==> config.mk <==
export PLATFORM = sky130hd
export DESIGN_NAME = spi_responder
export DESIGN_NICKNAME = d
export VERILOG_FILES = /design/src/rtl/spi_responder_pkg.sv /design/src/rtl/spi_responder_edge_sync.sv /design/src/rtl/spi_responder.sv
export SDC_FILE = /design/constraint.sdc
export NUM_CORES = 1
export LEC_CHECK = 0
export ABC_AREA = 1
export CAP_MARGIN = 30
export CELL_PAD_IN_SITES_DETAIL_PLACEMENT = 0
export CELL_PAD_IN_SITES_GLOBAL_PLACEMENT = 1
export CORE_MARGIN = 3
export CORE_UTILIZATION = 37
export DETAILED_ROUTE_END_ITERATION = 8
export HOLD_SLACK_MARGIN = 0.02
export PLACE_DENSITY_LB_ADDON = 0.1
export RECOVER_POWER = 50
export SETUP_SLACK_MARGIN = 0.02
export SLEW_MARGIN = 20
export SYNTH_ARGS = -nofsm -noshare
export SYNTH_HDL_FRONTEND = slang
export SYNTH_SLANG_ARGS = --single-unit
==> constraint.sdc <==
create_clock -name clk -period 1.7 [get_ports clk]
set_input_delay 0.34 -clock clk [delete_from_list [all_inputs] [get_ports clk]]
set_output_delay 0.34 -clock clk [all_outputs]
set_load 0.005 [all_outputs]
==> src/rtl/spi_responder_pkg.sv <==
// -----------------------------------------------------------------------------
// spi_responder_pkg
//   Shared definitions for the SPI responder and its master counterpart:
//   mode codes, frame-length lookup and the responder state encoding.
// -----------------------------------------------------------------------------
package spi_responder_pkg;

   // Mode codes are shared with the SPI master, so the encoding is fixed.
   typedef enum logic [1:0] {
      MODE_W8   = 2'd0,
      MODE_W9   = 2'd1,
      MODE_RD16 = 2'd2,
      MODE_OFF  = 2'd3
   } mode_e;

   typedef enum logic [1:0] {
      ST_IDLE  = 2'd0,
      ST_SHIFT = 2'd1,
      ST_DONE  = 2'd2
   } state_e;

   localparam int unsigned BITCNT_W = 5;
   localparam int unsigned RX_W     = 9;
   localparam int unsigned TX_W     = 16;

   // Number of sclk rises that make up one frame in the given mode.
   function automatic logic [BITCNT_W-1:0] frame_len(input mode_e m);
      logic [BITCNT_W-1:0] len;
      case (m)
         MODE_W8:   len = 5'd8;
         MODE_W9:   len = 5'd9;
         MODE_RD16: len = 5'd16;
         default:   len = 5'd0;
      endcase
      return len;
   endfunction

endpackage

==> src/rtl/spi_responder_edge_sync.sv <==
// -----------------------------------------------------------------------------
// spi_responder_edge_sync
//   Multi-flop synchronizer for an asynchronous level, followed by one extra
//   flop so that single-cycle rise/fall pulses can be derived in the clk domain.
// Ports
//   clk     in   system clock
//   rst_n   in   asynchronous active-low reset
//   d_i     in   asynchronous input level
//   rise_o  out  1-cycle pulse on a synchronized 0->1 transition
//   fall_o  out  1-cycle pulse on a synchronized 1->0 transition
// -----------------------------------------------------------------------------
module spi_responder_edge_sync #(
   parameter int unsigned SYNC_STG = 2
) (
   input  logic clk,
   input  logic rst_n,
   input  logic d_i,
   output logic rise_o,
   output logic fall_o
);

   logic [SYNC_STG-1:0] sync_q;
   logic                prev_q;
   logic                level_s;

   assign level_s = sync_q[SYNC_STG-1];

   // NOTE: non-blocking assignments let every flop sample the pre-edge value,
   // which is what makes this a shift chain rather than a single wire.
   always_ff @(posedge clk or negedge rst_n) begin
      if (!rst_n) begin
         sync_q <= '0;
         prev_q <= 1'b0;
      end else begin
         sync_q <= {sync_q[SYNC_STG-2:0], d_i};
         prev_q <= level_s;
      end
   end

   assign rise_o = level_s & ~prev_q;
   assign fall_o = ~level_s & prev_q;

endmodule

==> src/rtl/spi_responder.sv <==
// -----------------------------------------------------------------------------
// spi_responder
//   Target side of the board SPI link (no chip-select). Frames are delimited by
//   bit count (8/9 write bits, 16 read bits) and by an idle timeout.
// Ports
//   clk        in   system clock, >=6x sclk rate
//   rst_n      in   asynchronous active-low reset
//   mode       in   0=write 8b, 1=write 9b, 2=read 16b, 3=disabled
//   sclk       in   serial clock from master (async)
//   din        in   serial data from master, MSB first
//   dout       out  serial data to master, MSB first
//   tx_word    in   read data, captured while idle
//   tx_valid   in   tx_word valid
//   tx_ack     out  1-cycle pulse: tx_word captured
//   rx_word    out  received word, right-justified
//   rx_valid   out  1-cycle pulse: rx_word updated
//   tx_done    out  1-cycle pulse: 16 read bits shifted out
//   frame_err  out  1-cycle pulse: timeout abort or read underrun
//   busy       out  high while a frame is in progress
// -----------------------------------------------------------------------------
module spi_responder
   import spi_responder_pkg::*;
#(
   parameter int unsigned TIMEOUT  = 64,
   parameter int unsigned SYNC_STG = 2
) (
   input  logic            clk,
   input  logic            rst_n,
   input  logic [1:0]      mode,
   input  logic            sclk,
   input  logic            din,
   output logic            dout,
   input  logic [TX_W-1:0] tx_word,
   input  logic            tx_valid,
   output logic            tx_ack,
   output logic [RX_W-1:0] rx_word,
   output logic            rx_valid,
   output logic            tx_done,
   output logic            frame_err,
   output logic            busy
);

   localparam int unsigned TO_W = $clog2(TIMEOUT + 1);

   // ---------------------------------------------------------------- inputs
   logic                sclk_rise;
   logic                sclk_fall;
   logic [SYNC_STG-1:0] din_sync_q;
   logic                din_s;
   mode_e               mode_in;

   spi_responder_edge_sync #(
      .SYNC_STG (SYNC_STG)
   ) u_sclk_sync (
      .clk    (clk),
      .rst_n  (rst_n),
      .d_i    (sclk),
      .rise_o (sclk_rise),
      .fall_o (sclk_fall)
   );

   // din goes through the same depth as sclk so the sampled bit lines up with
   // the detected rise.
   always_ff @(posedge clk or negedge rst_n) begin
      if (!rst_n) begin
         din_sync_q <= '0;
      end else begin
         din_sync_q <= {din_sync_q[SYNC_STG-2:0], din};
      end
   end

   assign din_s   = din_sync_q[SYNC_STG-1];
   assign mode_in = mode_e'(mode);

   // ----------------------------------------------------------------- state
   state_e                state_q,     state_d;
   mode_e                 mode_q,      mode_d;
   logic [BITCNT_W-1:0]   bitcnt_q,    bitcnt_d;
   logic [RX_W-1:0]       rx_sh_q,     rx_sh_d;
   logic [TX_W-1:0]       tx_sh_q,     tx_sh_d;
   logic [TO_W-1:0]       idle_cnt_q,  idle_cnt_d;
   logic                  loaded_q,    loaded_d;
   logic                  underrun_q,  underrun_d;
   logic [RX_W-1:0]       rx_word_q,   rx_word_d;
   logic                  rx_valid_q,  rx_valid_d;
   logic                  tx_ack_q,    tx_ack_d;
   logic                  tx_done_q,   tx_done_d;
   logic                  frame_err_q, frame_err_d;

   always_ff @(posedge clk or negedge rst_n) begin
      if (!rst_n) begin
         state_q     <= ST_IDLE;
         mode_q      <= MODE_W8;
         bitcnt_q    <= '0;
         rx_sh_q     <= '0;
         tx_sh_q     <= '0;
         idle_cnt_q  <= '0;
         loaded_q    <= 1'b0;
         underrun_q  <= 1'b0;
         rx_word_q   <= '0;
         rx_valid_q  <= 1'b0;
         tx_ack_q    <= 1'b0;
         tx_done_q   <= 1'b0;
         frame_err_q <= 1'b0;
      end else begin
         state_q     <= state_d;
         mode_q      <= mode_d;
         bitcnt_q    <= bitcnt_d;
         rx_sh_q     <= rx_sh_d;
         tx_sh_q     <= tx_sh_d;
         idle_cnt_q  <= idle_cnt_d;
         loaded_q    <= loaded_d;
         underrun_q  <= underrun_d;
         rx_word_q   <= rx_word_d;
         rx_valid_q  <= rx_valid_d;
         tx_ack_q    <= tx_ack_d;
         tx_done_q   <= tx_done_d;
         frame_err_q <= frame_err_d;
      end
   end

   // -------------------------------------------------------- next state
   always_comb begin
      // NOTE: every signal gets a default before the case so no path can
      // leave one unassigned, which would otherwise infer a latch.
      state_d     = state_q;
      mode_d      = mode_q;
      bitcnt_d    = bitcnt_q;
      rx_sh_d     = rx_sh_q;
      tx_sh_d     = tx_sh_q;
      idle_cnt_d  = idle_cnt_q;
      loaded_d    = loaded_q;
      underrun_d  = underrun_q;
      rx_word_d   = rx_word_q;
      rx_valid_d  = 1'b0;
      tx_ack_d    = 1'b0;
      tx_done_d   = 1'b0;
      frame_err_d = 1'b0;

      case (state_q)
         ST_IDLE: begin
            bitcnt_d   = '0;
            idle_cnt_d = '0;
            if ((mode_in != MODE_OFF) && sclk_rise) begin
               // The first rise is bit 1 of the new frame. A read frame that
               // starts without a captured word is flagged as an underrun; the
               // shift register is already zero in that case.
               state_d    = ST_SHIFT;
               mode_d     = mode_in;
               rx_sh_d    = {rx_sh_q[RX_W-2:0], din_s};
               bitcnt_d   = 5'd1;
               underrun_d = (mode_in == MODE_RD16) && !loaded_q;
            end else if ((mode_in == MODE_RD16) && !loaded_q && tx_valid) begin
               // One capture per read frame; the word is held until the frame
               // that consumes it completes or aborts.
               tx_sh_d  = tx_word;
               tx_ack_d = 1'b1;
               loaded_d = 1'b1;
            end
         end

         ST_SHIFT: begin
            if (sclk_rise || sclk_fall) begin
               idle_cnt_d = '0;
            end else begin
               idle_cnt_d = idle_cnt_q + 1'b1;
            end

            if (sclk_rise) begin
               rx_sh_d  = {rx_sh_q[RX_W-2:0], din_s};
               bitcnt_d = bitcnt_q + 1'b1;
               if (bitcnt_d == frame_len(mode_q)) begin
                  state_d = ST_DONE;
               end
            end

            // The master samples on rise, so the next bit is presented on fall.
            if (sclk_fall && (mode_q == MODE_RD16)) begin
               tx_sh_d = {tx_sh_q[TX_W-2:0], 1'b0};
            end

            if (!sclk_rise && !sclk_fall && (idle_cnt_q == TO_W'(TIMEOUT - 1))) begin
               state_d     = ST_IDLE;
               frame_err_d = 1'b1;
               underrun_d  = 1'b0;
               if (mode_q == MODE_RD16) begin
                  loaded_d = 1'b0;
                  tx_sh_d  = '0;
               end
            end
         end

         ST_DONE: begin
            state_d  = ST_IDLE;
            bitcnt_d = '0;
            if (mode_q == MODE_RD16) begin
               tx_done_d   = 1'b1;
               frame_err_d = underrun_q;
               underrun_d  = 1'b0;
               loaded_d    = 1'b0;
               tx_sh_d     = '0;
            end else begin
               rx_valid_d = 1'b1;
               if (mode_q == MODE_W9) begin
                  rx_word_d = rx_sh_q;
               end else begin
                  rx_word_d = {1'b0, rx_sh_q[7:0]};
               end
            end
         end

         default: begin
            state_d = ST_IDLE;
         end
      endcase
   end

   // --------------------------------------------------------------- outputs
   // A disabled responder keeps dout low while idle, whatever is pending.
   assign dout      = tx_sh_q[TX_W-1] & ~((state_q == ST_IDLE) && (mode_in == MODE_OFF));
   assign tx_ack    = tx_ack_q;
   assign rx_word   = rx_word_q;
   assign rx_valid  = rx_valid_q;
   assign tx_done   = tx_done_q;
   assign frame_err = frame_err_q;
   assign busy      = (state_q != ST_IDLE);

endmodule

After elaboration in Yosys (flattened, before gate mapping)
Cells that the tools add are included.

word-level totals
  register bits after elaboration = 61
  input bits = 23
  output and inout port bits = 15

cells by class
  add/sub/neg operators = 2
  eq/ne operators = 17
  multiplexer cells = 43
  bitwise operators = 7
  reduce and logical (&&, ||, !) cells = 24

operators with widths
  cell                   number
  $mux W16               6
  $pmux W16 S3           1
  $pmux W5 S3            2
  $mux W9                3
  $pmux W9 S2            1
  $mux W1                17
  $mux W5                3
  $ne A2 B2 Y1 const B   7
  $pmux W7 S2            1
  $reduce_and A4 Y1      3
  $eq A2 B2 Y1 const B   4
  $mux W2                4
  $add A7 B1 Y7 const B  1
  $eq A7 B6 Y1 const B   1
  $logic_and A1 B1 Y1    7
  $mux W7                1
  $ne A3 B3 Y1 const B   2
  $pmux W1 S3            2
  $reduce_and A2 Y1      3
  $reduce_and A3 Y1      2
  $add A5 B1 Y5 const B  1
  $eq A5 B5 Y1           1
  $eq A2 B1 Y1 const B   2
  $logic_not A2 Y1       2
  other kinds (8)        16

Depth between registers and ports, before layout
  depth after elaboration = 9
  gate-level depth with buffers = 11
  depth with buffers taken out = 10

By module
A second synthesis with hierarchy kept.

unflattened totals
  cell total of the unflattened synthesis = 373
  area total of the unflattened synthesis = 3066.7 sq um

by module, submodules not included
  module                   instances  cells an instance  area each (sq um)  sequential area each (sq um)
  spi_responder            1          366                2976.6             1451.4
  spi_responder_edge_sync  1          7                  90.1               75.1

Worst setup path after synthesis
Ideal clock, no wire load.

  path type = register to register
  start = register state_q[0]
  end = register tx_sh_q[10]
  library setup time = 0.117 ns
  data arrival time = 1.496 ns
  slack = 0.087 ns
  cell stages (with the launch flop) = 10
  path buffers = 1
  cell sequence = dfrtp_1 inv_1 ha_1 nand2_1 clkbuf_1 a21oi_1 o21ai_0 o21ai_1 nand2_1 o21ai_2

on the way
  word-level cells in the longest chain between the ends = 3

ends and longest elaborated chain
  item                                                                 line                  source
  start, declared                                                      spi_responder.sv:76   state_e state_q, state_d;
  start signal, assigned                                               spi_responder.sv:106  state_q <= state_d;
  $eq A2 B2 Y1 (tied with other cells)                                 spi_responder.sv:140  case (state_q)
  $ne A2 B2 Y1 (no line) / $reduce_bool A3 Y1 (equally long branches)  -
  $reduce_and A4 Y1 (no line)                                          -
  end signal, assigned                                                 spi_responder.sv:110  tx_sh_q <= tx_sh_d;
  end, declared                                                        spi_responder.sv:80   logic [TX_W-1:0] tx_sh_q, tx_sh_d;

Several ways; a longest one is shown, not always the timed one.
A chain may end at the register's enable or synchronous reset.

Final worst setup path
  start = input port mode[1]
  end = register tx_sh_q[2]

on the way
  word-level cells in the longest chain between the ends = 5

ends and longest elaborated chain
  item                               line                  source
  start, declared                    spi_responder.sv:29   input logic [1:0] mode,
  $eq A2 B2 Y1                       spi_responder.sv:153  end else if ((mode_in == MODE_RD16) && !loaded_q && tx_valid) begin
  $logic_and A1 B1 Y1 (2 in series)  spi_responder.sv:153
  $ne A2 B2 Y1 (no line)             -
  $reduce_and A4 Y1 (no line) (*)    -

Mark *: on every way between the ends. The rest lies on a longest branch, timed or not.

==> impl_metrics.env <==
export IMPL_root_buffer="clkbuf_8"
export IMPL_power_mw=7.39
export IMPL_drtPass1Iterations=4
export IMPL_timing_final_max_slew_violations=0
export IMPL_synthesis_area_um2=3080
export IMPL_fp_dieArea_um2=9460
export IMPL_vias_per_cell=4.79
export IMPL_cts_buffer_depth=2
export IMPL_drc_errors=0
export IMPL_yosysUniqueCellTypes=32
export IMPL_synthFlopType="dfrtp_1"
export IMPL_cts_buffers_inserted=9
export IMPL_post_route_util=0.547
export IMPL_crit_chain="clkdlybuf4s50_1, buf_4, nand4_1, o21ai_2, nand2_4, inv_8, clkbuf_16, o21ai_1"
export IMPL_wl_um=7480
export IMPL_relSlewSlack=0.441
export IMPL_finalCritPeriodShare=0.949
export IMPL_grt_total_usage=0.156
export IMPL_start_util=0.391
export IMPL_syn2layout_area_growth_pct=40.1
export IMPL_grt_max_degree=62
export IMPL_vias=2714
export IMPL_multi_input_comb_area_um2=1380
export IMPL_clock_skew_ns=0.0116
export IMPL_worst_pin_slew_ns=0.838
export IMPL_cts_sinks=61
export IMPL_rr_worst_depth=11
export IMPL_clk_latency_ns=0.34
export IMPL_finalCriticalPeriod_ns=1.61
export IMPL_nFillCells=755
export IMPL_grt_pass1_vias=2591
export IMPL_r2r_end="tx_sh_q[2]"
export IMPL_async_flop_share=1.00
export IMPL_fmax_mhz=620
export IMPL_crit_type="primary input to flip-flop"
export IMPL_fp_dieW_um=97.2
export IMPL_required_ns=1.92
export IMPL_cts_tree="built"
export IMPL_antenna_found_initial=0
export IMPL_rsz0062_at_grt="true"
export IMPL_cts_clk_slew_worst_paths_ns=0.07
export IMPL_mostFrequentLayoutCells="nand2_1, dfrtp_1, o21ai_0"
export IMPL_rrSetupSlack_ns=0.10
export IMPL_final_nets=491
export IMPL_critPathCaptureType="flip-flop"
export IMPL_drive_above_1_share=0.226
export IMPL_synth_edf_count=0
export IMPL_die_h_um=97.2
export IMPL_n_antenna_cell=0
export IMPL_final_common_cell="nand2_1"
export IMPL_dr_first_iter_drc_count=131
export IMPL_placementRows=32
export IMPL_maxCapViolCount=0
export IMPL_grt_first_pass_wirelength_um=12100
export IMPL_max_stage_delay_ns=0.53
export IMPL_io_pins=38
export IMPL_grt_overflow=0
export IMPL_setup_violations=0
export IMPL_leakage_nw=2.00
export IMPL_worstHoldPathType="flip-flop to flip-flop"
export IMPL_path_delay_family="buffers and inverters"
export IMPL_antenna_left=0
export IMPL_synthCells=375
export IMPL_power_density_nw_per_um2=1710
export IMPL_crit_fanout=9
export IMPL_whs_ns=0.358
export IMPL_place_congestion=0.823
export IMPL_dp_hpwl_um=4910
export IMPL_min_path_cells=0
export IMPL_place_area_um2=3830
export IMPL_wl_per_cell_um=13.2
export IMPL_fin_area_um2=4320
export IMPL_yosysSeqAreaShare=0.496
export IMPL_avgSynthCellArea_um2=8.21
export IMPL_final_hold_viol_count=0
export IMPL_crit_buf_inv=4
export IMPL_r2r_start="state_q[0]"
export IMPL_numPortBuffers=37
export IMPL_worstSetupStartpointType="primary input"
export IMPL_status="finished, final reports clean"
export IMPL_htreeDepth=3
export IMPL_min_from="din_sync_q[0]"
export IMPL_min_to="din_sync_q[1]"
export IMPL_crit_path_top_delay_cell="clkdlybuf4s50_1"
export IMPL_ys_seq_elements=61
export IMPL_ys_warn_count=0
export IMPL_irDropWorstVdd_v=0.000690
export IMPL_regArea_um2=1530
export IMPL_worstPathArrival_ns=1.84
export IMPL_syn_nets=406
export IMPL_core_area_um2=7890
state kept, by name, summed over array words and instances (netlist names):
register,cells
bitcnt_q,5
din_sync_q,2
frame_err,1
idle_cnt_q,7
loaded_q,1
mode_q,2
rx_sh_q,9
rx_valid,1
rx_word,9
state_q,2
tx_ack,1
tx_done,1
tx_sh_q,16
u_sclk_sync.prev_q,1
u_sclk_sync.sync_q,2
underrun_q,1
where the power goes:
part	total [mW]	internal, mW	switching [mW]
Sequential	2.17	1.93	0.240
Clock	1.45	0.832	0.620
Combinational	3.77	1.76	2.01
layer usage:
layer	up-vias	global-route usage	routed length, um
li1	1407	-	-
met1	1274	0.211	3650
met2	24	0.252	3570
met3	9	0.0258	159
met4	0	0.0607	102
met5	-	0	0
synthesized netlist by cell type, types with 4 or more instances:
| cell type | instances | share of area |
|---|---|---|
| nand2_1 | 91 | 0.11 |
| dfrtp_1 | 61 | 0.50 |
| inv_1 | 51 | 0.062 |
| o21ai_0 | 47 | 0.076 |
| a21oi_1 | 20 | 0.032 |
| nand3_1 | 19 | 0.031 |
| o21ai_1 | 18 | 0.029 |
| nor2_1 | 13 | 0.016 |
| ha_1 | 8 | 0.032 |
| nand4_1 | 5 | 0.010 |
| o21ai_2 | 5 | 0.014 |
| nor2_4 | 4 | 0.015 |
how the worst max path moves through the flow:
stage / endpoint / from / cells past startpoint
finish: tx_sh_q[2] / mode[1] / 8
detailed placement: dout / mode[1] / 5
CTS: tx_sh_q[14] / state_q[1] / 10
floorplan: tx_sh_q[10] / state_q[0] / 9
global placement: dout / mode[1] / 5
global route: state_q[1] / u_sclk_sync.prev_q / 10
repair_timing:
item / CTS / global route
hold buffers: 1 / 0
hold endpoints to repair: 46 / 0
gates resized for setup: 17 / 33
setup buffers: 3 / 5
endpoints found under the setup margin: 7 / 33
pin swaps: 2 / 10
gates cloned: 0 / 5
final cells by class:
type,instances,share of cell area
flip-flops and latches,61,0.354
multi-input cells,249,0.321
repair buffers,83,0.192
inverters,55,0.0510
well taps,102,0.0296
clock buffers,9,0.0287
clock inverters,7,0.0229
repair inverters,1,0.00174
logic make-up (layout without fill, tap and decap cells):
group / count (synthesis) / count (layout) / share of synthesized area
adders and majority gates: 8 / 8 / 0.0325
and+or+nand+nor: 138 / 138 / 0.199
AOI/OAI and AO/OA: 102 / 102 / 0.180
DFF: 61 / 61 / 0.496
xor gates and xnor gates: 1 / 1 / 0.00284
buffers and inverters: 65 / 155 / 0.0902
worst reg2reg max path, cell delays in order (launching register included):
cell and delay (ns):
dfrtp_1 0.36, inv_2 0.06, buf_4 0.13, ha_4 0.16
inv_4 0.06, nor2_4 0.03, buf_4 0.13, nor2_4 0.13
nand2_4 0.09, inv_8 0.10, clkbuf_16 0.16, o21ai_1 0.06
per-stage QoR:
step	TNS (ns)	setup slack [ns]	cells
final	0	0.0865	567
after global routing	-0.0322	-0.0198	567
after CTS	0	0.0311	558
after detailed placement	-2.99	-0.220	538
after global placement	-2.70	-0.209	538
after floorplan	0	0.0872	375
No activity file was read; power rests on OpenSTA's default activity.
